File: src/rtl/stepper_phase_sequencer.sv
// Half-step phase sequencer for the paper-feed stepper: runs 4 half-steps per dot line
// at a programmable rate, in either direction, and pulses done when the move ends.
module stepper_phase_sequencer #(
  parameter int PERIOD_W = 16,
  parameter int LINES_W  = 12
) (
  input  logic                clk,
  input  logic                reset,
  input  logic                cmd_valid,
  output logic                cmd_ready,
  input  logic [LINES_W-1:0]  cmd_lines,
  input  logic                cmd_reverse,
  input  logic [PERIOD_W-1:0] step_period,
  input  logic                hold_enable,
  input  logic                abort,
  output logic                motor_phase_a,
  output logic                motor_phase_b,
  output logic                motor_phase_na,
  output logic                motor_phase_nb,
  output logic                busy,
  output logic                done,
  output logic                aborted,
  output logic [LINES_W-1:0]  lines_moved,
  output logic                o_dbg_state
);

  // Command handshake: a command is taken on any edge where cmd_valid && cmd_ready;
  // cmd_ready is high exactly while IDLE, and nothing is queued while RUN.
  typedef enum logic {S_IDLE = 1'b0, S_RUN = 1'b1} state_t;

  state_t                r_state, w_state;
  logic [2:0]            r_idx, w_idx, w_idx_step;
  logic [3:0]            r_phase, w_phase;
  logic                  r_rev, w_rev;
  logic [PERIOD_W-1:0]   r_period_m1, w_period_m1;
  logic [PERIOD_W-1:0]   r_timer, w_timer;
  logic [LINES_W+1:0]    r_steps, w_steps;
  logic [LINES_W-1:0]    r_lines, w_lines;
  logic                  r_done, w_done;
  logic                  r_aborted, w_aborted;
  logic [3:0]            w_idle_phase;

  function automatic logic [3:0] step_pat(input logic [2:0] i);
    case (i)
      3'd0:    step_pat = 4'b1000;
      3'd1:    step_pat = 4'b1100;
      3'd2:    step_pat = 4'b0100;
      3'd3:    step_pat = 4'b0110;
      3'd4:    step_pat = 4'b0010;
      3'd5:    step_pat = 4'b0011;
      3'd6:    step_pat = 4'b0001;
      default: step_pat = 4'b1001;
    endcase
  endfunction

  always_ff @(posedge clk or posedge reset) begin
    if (reset) begin
      r_state     <= S_IDLE;
      r_idx       <= '0;
      r_phase     <= '0;
      r_rev       <= 1'b0;
      r_period_m1 <= '0;
      r_timer     <= '0;
      r_steps     <= '0;
      r_lines     <= '0;
      r_done      <= 1'b0;
      r_aborted   <= 1'b0;
    end else begin
      r_state     <= w_state;
      r_idx       <= w_idx;
      r_phase     <= w_phase;
      r_rev       <= w_rev;
      r_period_m1 <= w_period_m1;
      r_timer     <= w_timer;
      r_steps     <= w_steps;
      r_lines     <= w_lines;
      r_done      <= w_done;
      r_aborted   <= w_aborted;
    end
  end

  always_comb begin
    w_state      = r_state;
    w_idx        = r_idx;
    w_phase      = r_phase;
    w_rev        = r_rev;
    w_period_m1  = r_period_m1;
    w_timer      = r_timer;
    w_steps      = r_steps;
    w_lines      = r_lines;
    w_done       = 1'b0;
    w_aborted    = r_aborted;
    w_idx_step   = r_rev ? (r_idx - 3'd1) : (r_idx + 3'd1);
    w_idle_phase = hold_enable ? step_pat(r_idx) : 4'b0000;

    case (r_state)
      S_IDLE: begin
        w_phase = w_idle_phase;
        if (cmd_valid) begin
          w_rev       = cmd_reverse;
          w_period_m1 = (step_period == '0) ? '0 : (step_period - 1'b1);
          w_steps     = {cmd_lines, 2'b00};
          w_lines     = '0;
          w_aborted   = 1'b0;
          if (cmd_lines == '0) begin
            w_done = 1'b1;
          end else begin
            w_state = S_RUN;
            w_phase = step_pat(r_idx);
            w_timer = w_period_m1;
          end
        end
      end
      default: begin
        if (abort) begin
          // Stop on the pattern currently driven; no extra step is taken.
          w_state   = S_IDLE;
          w_done    = 1'b1;
          w_aborted = 1'b1;
          w_phase   = w_idle_phase;
        end else if (r_timer == '0) begin
          if (r_steps == '0) begin
            w_state = S_IDLE;
            w_done  = 1'b1;
            w_phase = w_idle_phase;
          end else begin
            w_idx   = w_idx_step;
            w_phase = step_pat(w_idx_step);
            w_steps = r_steps - 1'b1;
            w_timer = r_period_m1;
            // The step that leaves a multiple of 4 remaining completes a line.
            if (r_steps[1:0] == 2'b01 && r_lines != '1) begin
              w_lines = r_lines + 1'b1;
            end
          end
        end else begin
          w_timer = r_timer - 1'b1;
        end
      end
    endcase
  end

  assign cmd_ready      = (r_state == S_IDLE);
  assign busy           = (r_state == S_RUN);
  assign o_dbg_state    = r_state;
  assign done           = r_done;
  assign aborted        = r_aborted;
  assign lines_moved    = r_lines;
  assign motor_phase_a  = r_phase[3];
  assign motor_phase_b  = r_phase[2];
  assign motor_phase_na = r_phase[1];
  assign motor_phase_nb = r_phase[0];

endmodule
File: config.mk
export PLATFORM = sky130hd
export DESIGN_NAME = stepper_phase_sequencer
export DESIGN_NICKNAME = d
export VERILOG_FILES = /design/src/rtl/stepper_phase_sequencer.sv
export SDC_FILE = /design/constraint.sdc
export NUM_CORES = 1
export LEC_CHECK = 0
export CAP_MARGIN = 20
export CORE_MARGIN = 3
export CORE_UTILIZATION = 35
export DETAILED_ROUTE_END_ITERATION = 10
export SKIP_LAST_GASP = 1
export SYNTH_ARGS = -nofsm -noshare
export SYNTH_HDL_FRONTEND = slang
export SYNTH_SLANG_ARGS = --single-unit
File: constraint.sdc
create_clock -name clk -period 3.1 [get_ports clk]
set_clock_uncertainty 0.05 [all_clocks]
set_input_delay 0.62 -clock clk [delete_from_list [all_inputs] [get_ports clk]]
set_output_delay 0.62 -clock clk [all_outputs]
set_load 0.01 [all_outputs]
==> results.ini, run 1 <==
[setup_path]
endpoint_kind = register
critPathMostFrequentCell = buf_4
start_kind = register
cp_top_family = simple AND/OR/NAND/NOR gates
critical_path_buf_inv_count = 3
crit_slowest_cell = or4_1
cp.required_ns = 3.31
crit_chain = inv_1, ha_1, nor3b_1, buf_4, and4_1, a31oi_2, buf_4, or4_1, a21oi_1
crit_arrival_ns = 2.95
crit_fanout = 29
crit_type = register to register
slowest_delay_ns = 0.49

[cts]
cts.clk_slew.worst_paths_ns = 0.05
cts_tree = yes
cts_resized = 0
cts-root-buf = clkbuf_16
clk_latency_ns = 0.34
post_cts_buffers = 0
numCtsBuffers = 9
clock_sinks = 69
htree_levels = 3
postCtsHoldBufs = 0
cts_buffer_depth = 2

[timing]
hold_viol_final = 0
period_share_pct = 88.2
slew_violations = 0
timing.final.crit_period_ns = 2.74
relSlewSlack_pct = 51.1
fmax_mhz = 366
worst_pin_slew_ns = 0.732
rsz0062_at_grt = no
hold_slack_ns = 0.426
fin_setup_tns_ns = 0
setup_viol = 0

[placed_design]
dp_hpwl_mm = 9.45
io_buffers = 54
finalWeightedCongestion = 0.869
postPlaceCellArea_mm2 = 0.00539
dp.cells = 741

[yosys]
seq_area_frac_synth_pct = 37.9
netlist_area_mm2 = 0.00455
synth_edf_count = 0
yosys_register_bits = 69
synth.distinct_cells = 62
ys.flop_type = dfrtp_1
syn_area_per_cell_um2 = 8.78
ys_warn_count = 0
synth_nets = 566
synthArstFlopShare_pct = 100
netlist_instances = 519

[global_routing]
grt-busiest-layer = met2
grt_use_met2_pct = 30.5
grt_max_degree = 39
grtUsageTotal_pct = 19.1
grt_pass1_wl_mm = 22.1
antenna_found_initial = 0
grt-ovfl-total = 0
grt_pass1_vias = 4445
gr-usage-met3_pct = 4.24
use_met1_pct = 24.8

[routing]
drtIter0Drc = 359
drc_errors = 0
num_vias = 4447
wl_per_cell_um = 17.4
viasPerCell = 5.88
drtAntennaViolNets = 0
wl_mm = 13.2
first_pass_iters = 5

[finish]
instances_no_fill = 756
num_antenna_cells = 0
drive_above_1_share_pct = 9.93
layout_commonest_cell = dfrtp_1
area_growth_pct = 24.5
layout.nets = 627
fin_area_mm2 = 0.00567
layout_common_cells = dfrtp_1 (69), nand2_1 (56), clkdlybuf4s50_1 (54)

[power]
ir_worst_vdd_mv = 0.283
total_power_uw = 3270
powerDensity_mw_per_mm2 = 576
total_leakage_power_uw = 0.00219

[die]
pin_count = 55
die_w_um = 120
fp-row-count = 41
dieHeight_um = 120
start_util_pct = 35.9
die-area_mm2 = 0.0144
core-area_mm2 = 0.0127

[worst_hold_path]
hp-class = register to register

[outcome]
status = finished, final reports clean

[run]
cap_violations = 0

## synthesized netlist by cell type, types with 4 or more instances
cell | count | share of area (%)
nand4_1 | 11 | 1.5
a22o_1 | 8 | 1.5
a41oi_1 | 4 | 0.77
o22ai_1 | 8 | 1.1
nand3_1 | 16 | 1.8
mux2i_1 | 13 | 2.9
a31oi_1 | 7 | 0.96
o31ai_1 | 20 | 3.3
nor3_1 | 14 | 1.5
clkbuf_1 | 18 | 1.5
o311ai_0 | 5 | 0.96
buf_2 | 6 | 0.66
a311oi_1 | 5 | 0.96
o21ai_0 | 36 | 4.0
a211oi_1 | 5 | 0.82
nor4_1 | 13 | 1.8
nor3b_1 | 8 | 1.3
a21oi_1 | 29 | 3.2
a32o_1 | 5 | 1.1
nand2_1 | 56 | 4.6
nor2_1 | 36 | 3.0
o211ai_1 | 4 | 0.66
dfrtp_1 | 69 | 38
o32ai_1 | 6 | 1.2
o221ai_1 | 4 | 0.77
or4_1 | 14 | 2.3
ha_1 | 13 | 3.6
or3_1 | 4 | 0.55
inv_1 | 14 | 1.2
xnor2_1 | 7 | 1.3
## final cells by class
class | count | area (um2)
Tap cell | 172 | 215
Inverter | 15 | 56.3
Clock inverter | 1 | 5.00
Sequential cell | 69 | 1730
Fill cell | 1239 | 7000
Timing Repair Buffer | 80 | 748
Multi-Input combinational cell | 405 | 2640
Clock buffer | 14 | 274
## metal layers
layer	vias to the layer above	share of wire [%]
li1	2122	-
met1	2169	45
met2	133	47
met3	23	5.3
met4	0	2.1
met5	-	0
## worst reg2reg max path, delay by kind of cell, from the launching register on
family | cells | cell delay (ns)
AND/OR/NAND/NOR | 3 | 1.17
buffers and inverters | 3 | 0.56
flip-flops | 1 | 0.42
AO/OA/AOI/OAI | 2 | 0.30
adder cells (fa/ha/maj) | 1 | 0.17
## sequential cells by signal (all words and copies together) (netlist names)
signal       cells
busy             1
lines_moved     12
done             1
r_timer         16
r_period_m1     16
r_steps         14
r_rev            1
r_idx            3
aborted          1
r_phase          4
## stage by stage
| stage | setup slack, ns | utilization (%) |
|---|---|---|
| finish | 0.364 | 44.7 |
| global route | 0.195 | 44.7 |
| CTS | 0.386 | 44.7 |
| detailed placement | 0.163 | 42.5 |
| global placement | 0.262 | 42.5 |
| floorplan | 0.668 | - |
## report_power, final
| part | switching (uW) | internal [uW] |
|---|---|---|
| Sequential | 253 | 1100 |
| Clock | 380 | 602 |
| Combinational | 503 | 427 |
## cells by family after synthesis
family	synth area share (%)
mux	3.10
compound gates	25.2
buf+inv	4.20
flops	37.9
fa+ha+maj	3.57
simple gates	24.1
xor+xnor	1.92
## worst paths after layout
| path | startpoint | end | slack (ns) | cells past startpoint |
|---|---|---|---|---|
| max reg2reg | r_timer[0] | lines_moved[9] | 0.36 | 9 |
| min in group asynchronous | reset | lines_moved[9] | 0.68 | 2 |
| max in group asynchronous | reset | r_phase[2] | 1.65 | 3 |
| min | r_period_m1[1] | r_period_m1[1] | 0.43 | 2 |
| min reg2reg | r_period_m1[1] | r_period_m1[1] | 0.43 | 2 |
| max | r_timer[0] | lines_moved[9] | 0.36 | 9 |
No activity file was read; power rests on OpenSTA's default activity.
==> run 2: changes to the inputs <==
Settings changed: CORE_UTILIZATION 35 to 47, PLACE_DENSITY set to 0.69.
==> results.ini, run 2 (synthesis results as in run 1) <==
[outcome]
status = finished, final reports clean

[finish]
largest_registers = r_period_m1: 16 flops, r_timer: 16 flops, r_steps: 14 flops
layout_common_cells = dfrtp_1 (69), nand2_1 (56), clkdlybuf4s50_1 (54)
n_fill_cell = 857
num_antenna_cells = 0
layout.nets = 625
instances_no_fill = 712
layout_commonest_cell = dfrtp_1
drive_above_1_share_pct = 9.95
area_growth_pct = 21.5

[placed_design]
io_buffers = 54
dp_hpwl_mm = 9.25
place_ws_ns = 0.112
dp.cells = 696
finalWeightedCongestion = 0.858

[setup_path]
crit_type = primary input to register
cp_top_family = compound AO/OA/AOI/OAI gates
crit_arrival_ns = 2.85
start_kind = primary input
crit_fanout = 10
crit_chain = clkdlybuf4s50_1, nor4_1, nand2_1, o31ai_1, a21oi_1, a221o_1
endpoint_kind = register
critical_path_buf_inv_count = 1
slowest_delay_ns = 0.52
crit_slowest_cell = nor4_1
cp.required_ns = 3.29

[timing]
fmax_mhz = 375
relSlewSlack_pct = 50.4
timing.final.crit_period_ns = 2.67
rsz0062_at_grt = no
fin_ws_ns = 0.432
slew_violations = 0
worst_pin_slew_ns = 0.734
hold_viol_final = 0
period_share_pct = 86.1
fin_setup_tns_ns = 0
hold_slack_ns = 0.438
setup_viol = 0

[run]
cap_violations = 0

[cts]
htree_levels = 3
clk_latency_ns = 0.36
cts-root-buf = clkbuf_8
postCtsHoldBufs = 0
post_cts_buffers = 0
cts_tree = yes
clock_sinks = 69
cts_buffer_depth = 2
cts_resized = 0
numCtsBuffers = 9
cts.clk_slew.worst_paths_ns = 0.08

[power]
total_leakage_power_uw = 0.00214
powerDensity_mw_per_mm2 = 566
total_power_uw = 3130
ir_worst_vdd_mv = 0.291

[global_routing]
grt_pass1_wl_mm = 21.7
antenna_found_initial = 0
grt-ovfl-total = 0
grt_max_degree = 39
grtUsageTotal_pct = 23.9
grt_pass1_vias = 4397

[die]
fp-row-count = 35
core-area_mm2 = 0.00933
die-area_mm2 = 0.0109
pin_count = 55
die_w_um = 104
dieHeight_um = 104
start_util_pct = 48.8

[routing]
viasPerCell = 6.32
first_pass_iters = 5
drtAntennaViolNets = 0
wl_per_cell_um = 18.0
drtIter0Drc = 313
drc_errors = 0
num_vias = 4499
wl_mm = 12.8

[worst_hold_path]
hp-class = register to register

run 2: final cells by class:
class / instances / area (um2) / area share (%)
Clock buffer: 11 / 141 / 2.56
Clock inverter: 5 / 83.8 / 1.52
Inverter: 15 / 56.3 / 1.02
Multi-Input combinational cell: 405 / 2640 / 47.8
Sequential cell: 69 / 1730 / 31.2
Tap cell: 129 / 161 / 2.92
Timing Repair Buffer: 78 / 721 / 13.0
run 2: worst paths after layout:
check / from / endpoint / slack, ns / cells past startpoint
hold / removal: r_period_m1[1] / r_period_m1[1] / 0.44 / 2
max in group asynchronous: reset / r_idx[1] / 1.98 / 3
setup reg to reg: r_timer[0] / r_timer[4] / 0.45 / 9
hold reg to reg: r_period_m1[1] / r_period_m1[1] / 0.44 / 2
min in group asynchronous: reset / lines_moved[3] / 0.62 / 3
setup / recovery: step_period[12] / r_timer[15] / 0.43 / 6
run 2: power by group:
| group | leakage (uW) | switching [uW] | internal (uW) | total, uW |
|---|---|---|---|---|
| Sequential | 0.000850 | 265 | 1100 | 1360 |
| Combinational | 0.00118 | 503 | 420 | 923 |
| Clock | 0.000106 | 368 | 477 | 845 |
| Total | 0.00214 | 1140 | 1990 | 3130 |
run 2: through the flow:
stage               instance area (um2)  utilization (%)
floorplan                          4550                -
global placement                   5310             56.9
detailed placement                 5310             56.9
CTS                                5530             59.3
global route                       5530             59.3
finish                             5530             59.3
run 2: routing by layer:
metal	up-vias	routed length (um)	GRT usage (%)
met5	-	0	0
li1	2114	-	-
met2	182	5920	37.6
met1	2173	5740	32.6
met4	0	314	8.36
met3	30	834	5.09
run 2: worst register-to-register path: cells and delay by family, from the launching register on:
kind                     cells  cell delay [ns]
AO/OA/AOI/OAI                2             0.64
adder cells (fa/ha/maj)      1             0.16
buffers and inverters        3             0.57
flip-flops                   1             0.44
AND/OR/NAND/NOR              3             0.68
==> run 3: changes to the inputs <==
--- a/config.mk
+++ b/config.mk
@@ -11,4 +11,5 @@
 export DETAILED_ROUTE_END_ITERATION = 10
 export PLACE_DENSITY = 0.69
+export REMOVE_ABC_BUFFERS = 1
 export SKIP_LAST_GASP = 1
 export SYNTH_ARGS = -nofsm -noshare
--- a/constraint.sdc
+++ b/constraint.sdc
@@ -3,3 +3,3 @@
 set_input_delay 0.62 -clock clk [delete_from_list [all_inputs] [get_ports clk]]
 set_output_delay 0.62 -clock clk [all_outputs]
-set_load 0.01 [all_outputs]
+set_load 0.005 [all_outputs]
==> results.ini, run 3 (synthesis results as in run 1) <==
[routing]
viasPerCell = 6.26
drtIter0Drc = 297
first_pass_iters = 7
num_vias = 4476
drc_errors = 0
drtAntennaViolNets = 0
wl_per_cell_um = 17.9
wl_mm = 12.8

[die]
die-area_mm2 = 0.0109
pin_count = 55
start_util_pct = 48.8
dieHeight_um = 104
core-area_mm2 = 0.00933
die_w_um = 104
fp-row-count = 35

[cts]
clock_sinks = 69
cts_buffer_depth = 2
clk_latency_ns = 0.35
postCtsHoldBufs = 0
cts_resized = 0
htree_levels = 3
numCtsBuffers = 9
cts.clk_slew.worst_paths_ns = 0.07
cts_tree = yes
post_cts_buffers = 0
cts-root-buf = clkbuf_8

[finish]
num_antenna_cells = 0
drive_above_1_share_pct = 10.6
n_fill_cell = 848
largest_registers = r_period_m1: 16 flops, r_timer: 16 flops, r_steps: 14 flops
instances_no_fill = 715
layout_commonest_cell = dfrtp_1
area_growth_pct = 21.7
layout_common_cells = dfrtp_1 (69), nand2_1 (56), clkdlybuf4s50_1 (54)
fin_area_mm2 = 0.00554
layout.nets = 628
utilization_pct = 59.4

[timing]
fin_ws_ns = 0.300
timing.final.crit_period_ns = 2.80
rsz0062_at_grt = no
hold_viol_final = 0
period_share_pct = 90.3
fmax_mhz = 357
worst_pin_slew_ns = 0.847
setup_viol = 0
slew_violations = 0
relSlewSlack_pct = 43.3

[placed_design]
finalWeightedCongestion = 0.944
io_buffers = 54
dp_hpwl_mm = 9.16
place_ws_ns = 0.187
dp.cells = 699
postPlaceCellArea_mm2 = 0.00536

[setup_path]
start_kind = register
crit_fanout = 18
crit_type = register to register
cp.required_ns = 3.31
slowest_delay_ns = 0.57
crit_chain = inv_1, ha_1, nor3b_1, and4_1, a31oi_2, or4_1, a21oi_1
crit_slowest_cell = or4_1
endpoint_kind = register
crit_arrival_ns = 3.01

[global_routing]
antenna_found_initial = 0
grt-ovfl-total = 0
grtUsageTotal_pct = 23.4
grt_pass1_wl_mm = 21.0
grt_pass1_vias = 4242
grt_max_degree = 38

[power]
total_leakage_power_uw = 0.00214
seqPwrFrac_pct = 45.5
comb_power_share_pct = 31.1
powerDensity_mw_per_mm2 = 536
ir_worst_vdd_mv = 0.266
p_sw_share_pct = 37.5
total_power_uw = 2970
p_int_uw = 1860
pwr-share-clk_pct = 23.4
p_sw_uw = 1120

[outcome]
status = finished, final reports clean

[run]
cap_violations = 0

[worst_hold_path]
hp-class = register to register

-- run 3: final cells by class --
cell class                 count  area [um2]  share of cell area (%)
clock buffer                  11         151                    2.73
clock inverter                 5        35.0                   0.632
inverter                      15        56.3                    1.02
multi-input combinational    405        2640                    47.7
sequential                    69        1730                    31.2
tap                          129         161                    2.91
timing repair buffer          81         768                    13.9
-- run 3: layer usage --
layer	track usage [%]	up-vias	wire, um
met1	31.2	2147	5560
li1	-	2125	-
met5	0	-	0
met3	3.97	21	792
met4	6.84	0	251
met2	39.2	183	6200
-- run 3: power groups by stage --
| stage | clock, uW | combinational, uW | sequential, uW |
|---|---|---|---|
| final | 697 | 924 | 1350 |
| after global routing | 749 | 1020 | 1380 |
| after CTS | 707 | 924 | 1340 |
| after detailed placement | 0 | 920 | 1360 |
| after global placement | 0 | 892 | 1350 |
| after floorplan | 0 | 565 | 1320 |
-- run 3: final timing paths --
kind                                 start         endpoint  slack (ns)  cells after the start
max                             r_timer[0]   lines_moved[3]        0.30                      7
min reg2reg                r_period_m1[13]  r_period_m1[13]        0.43                      2
min in group asynchronous            reset   lines_moved[5]        0.57                      2
max reg2reg                     r_timer[0]   lines_moved[3]        0.30                      7
min                        r_period_m1[13]  r_period_m1[13]        0.43                      2
max in group asynchronous            reset       r_steps[0]        1.78                      3
-- run 3: stage by stage --
step	TNS, ns	hold slack (ns)
2_1_floorplan	-3.81	0.395
3_3_place_gp	0	0.411
3_5_place_dp	0	0.416
4_1_cts	0	0.433
5_1_grt	0	0.461
6_report	0	0.434
-- run 3: worst max-delay path, delay by kind of cell, from the launching register on --
| family | cells | cell delay, ns |
|---|---|---|
| fa+ha+maj | 1 | 0.17 |
| flops | 1 | 0.43 |
| simple gates | 3 | 1.40 |
| compound gates | 2 | 0.50 |
| buf+inv | 1 | 0.16 |
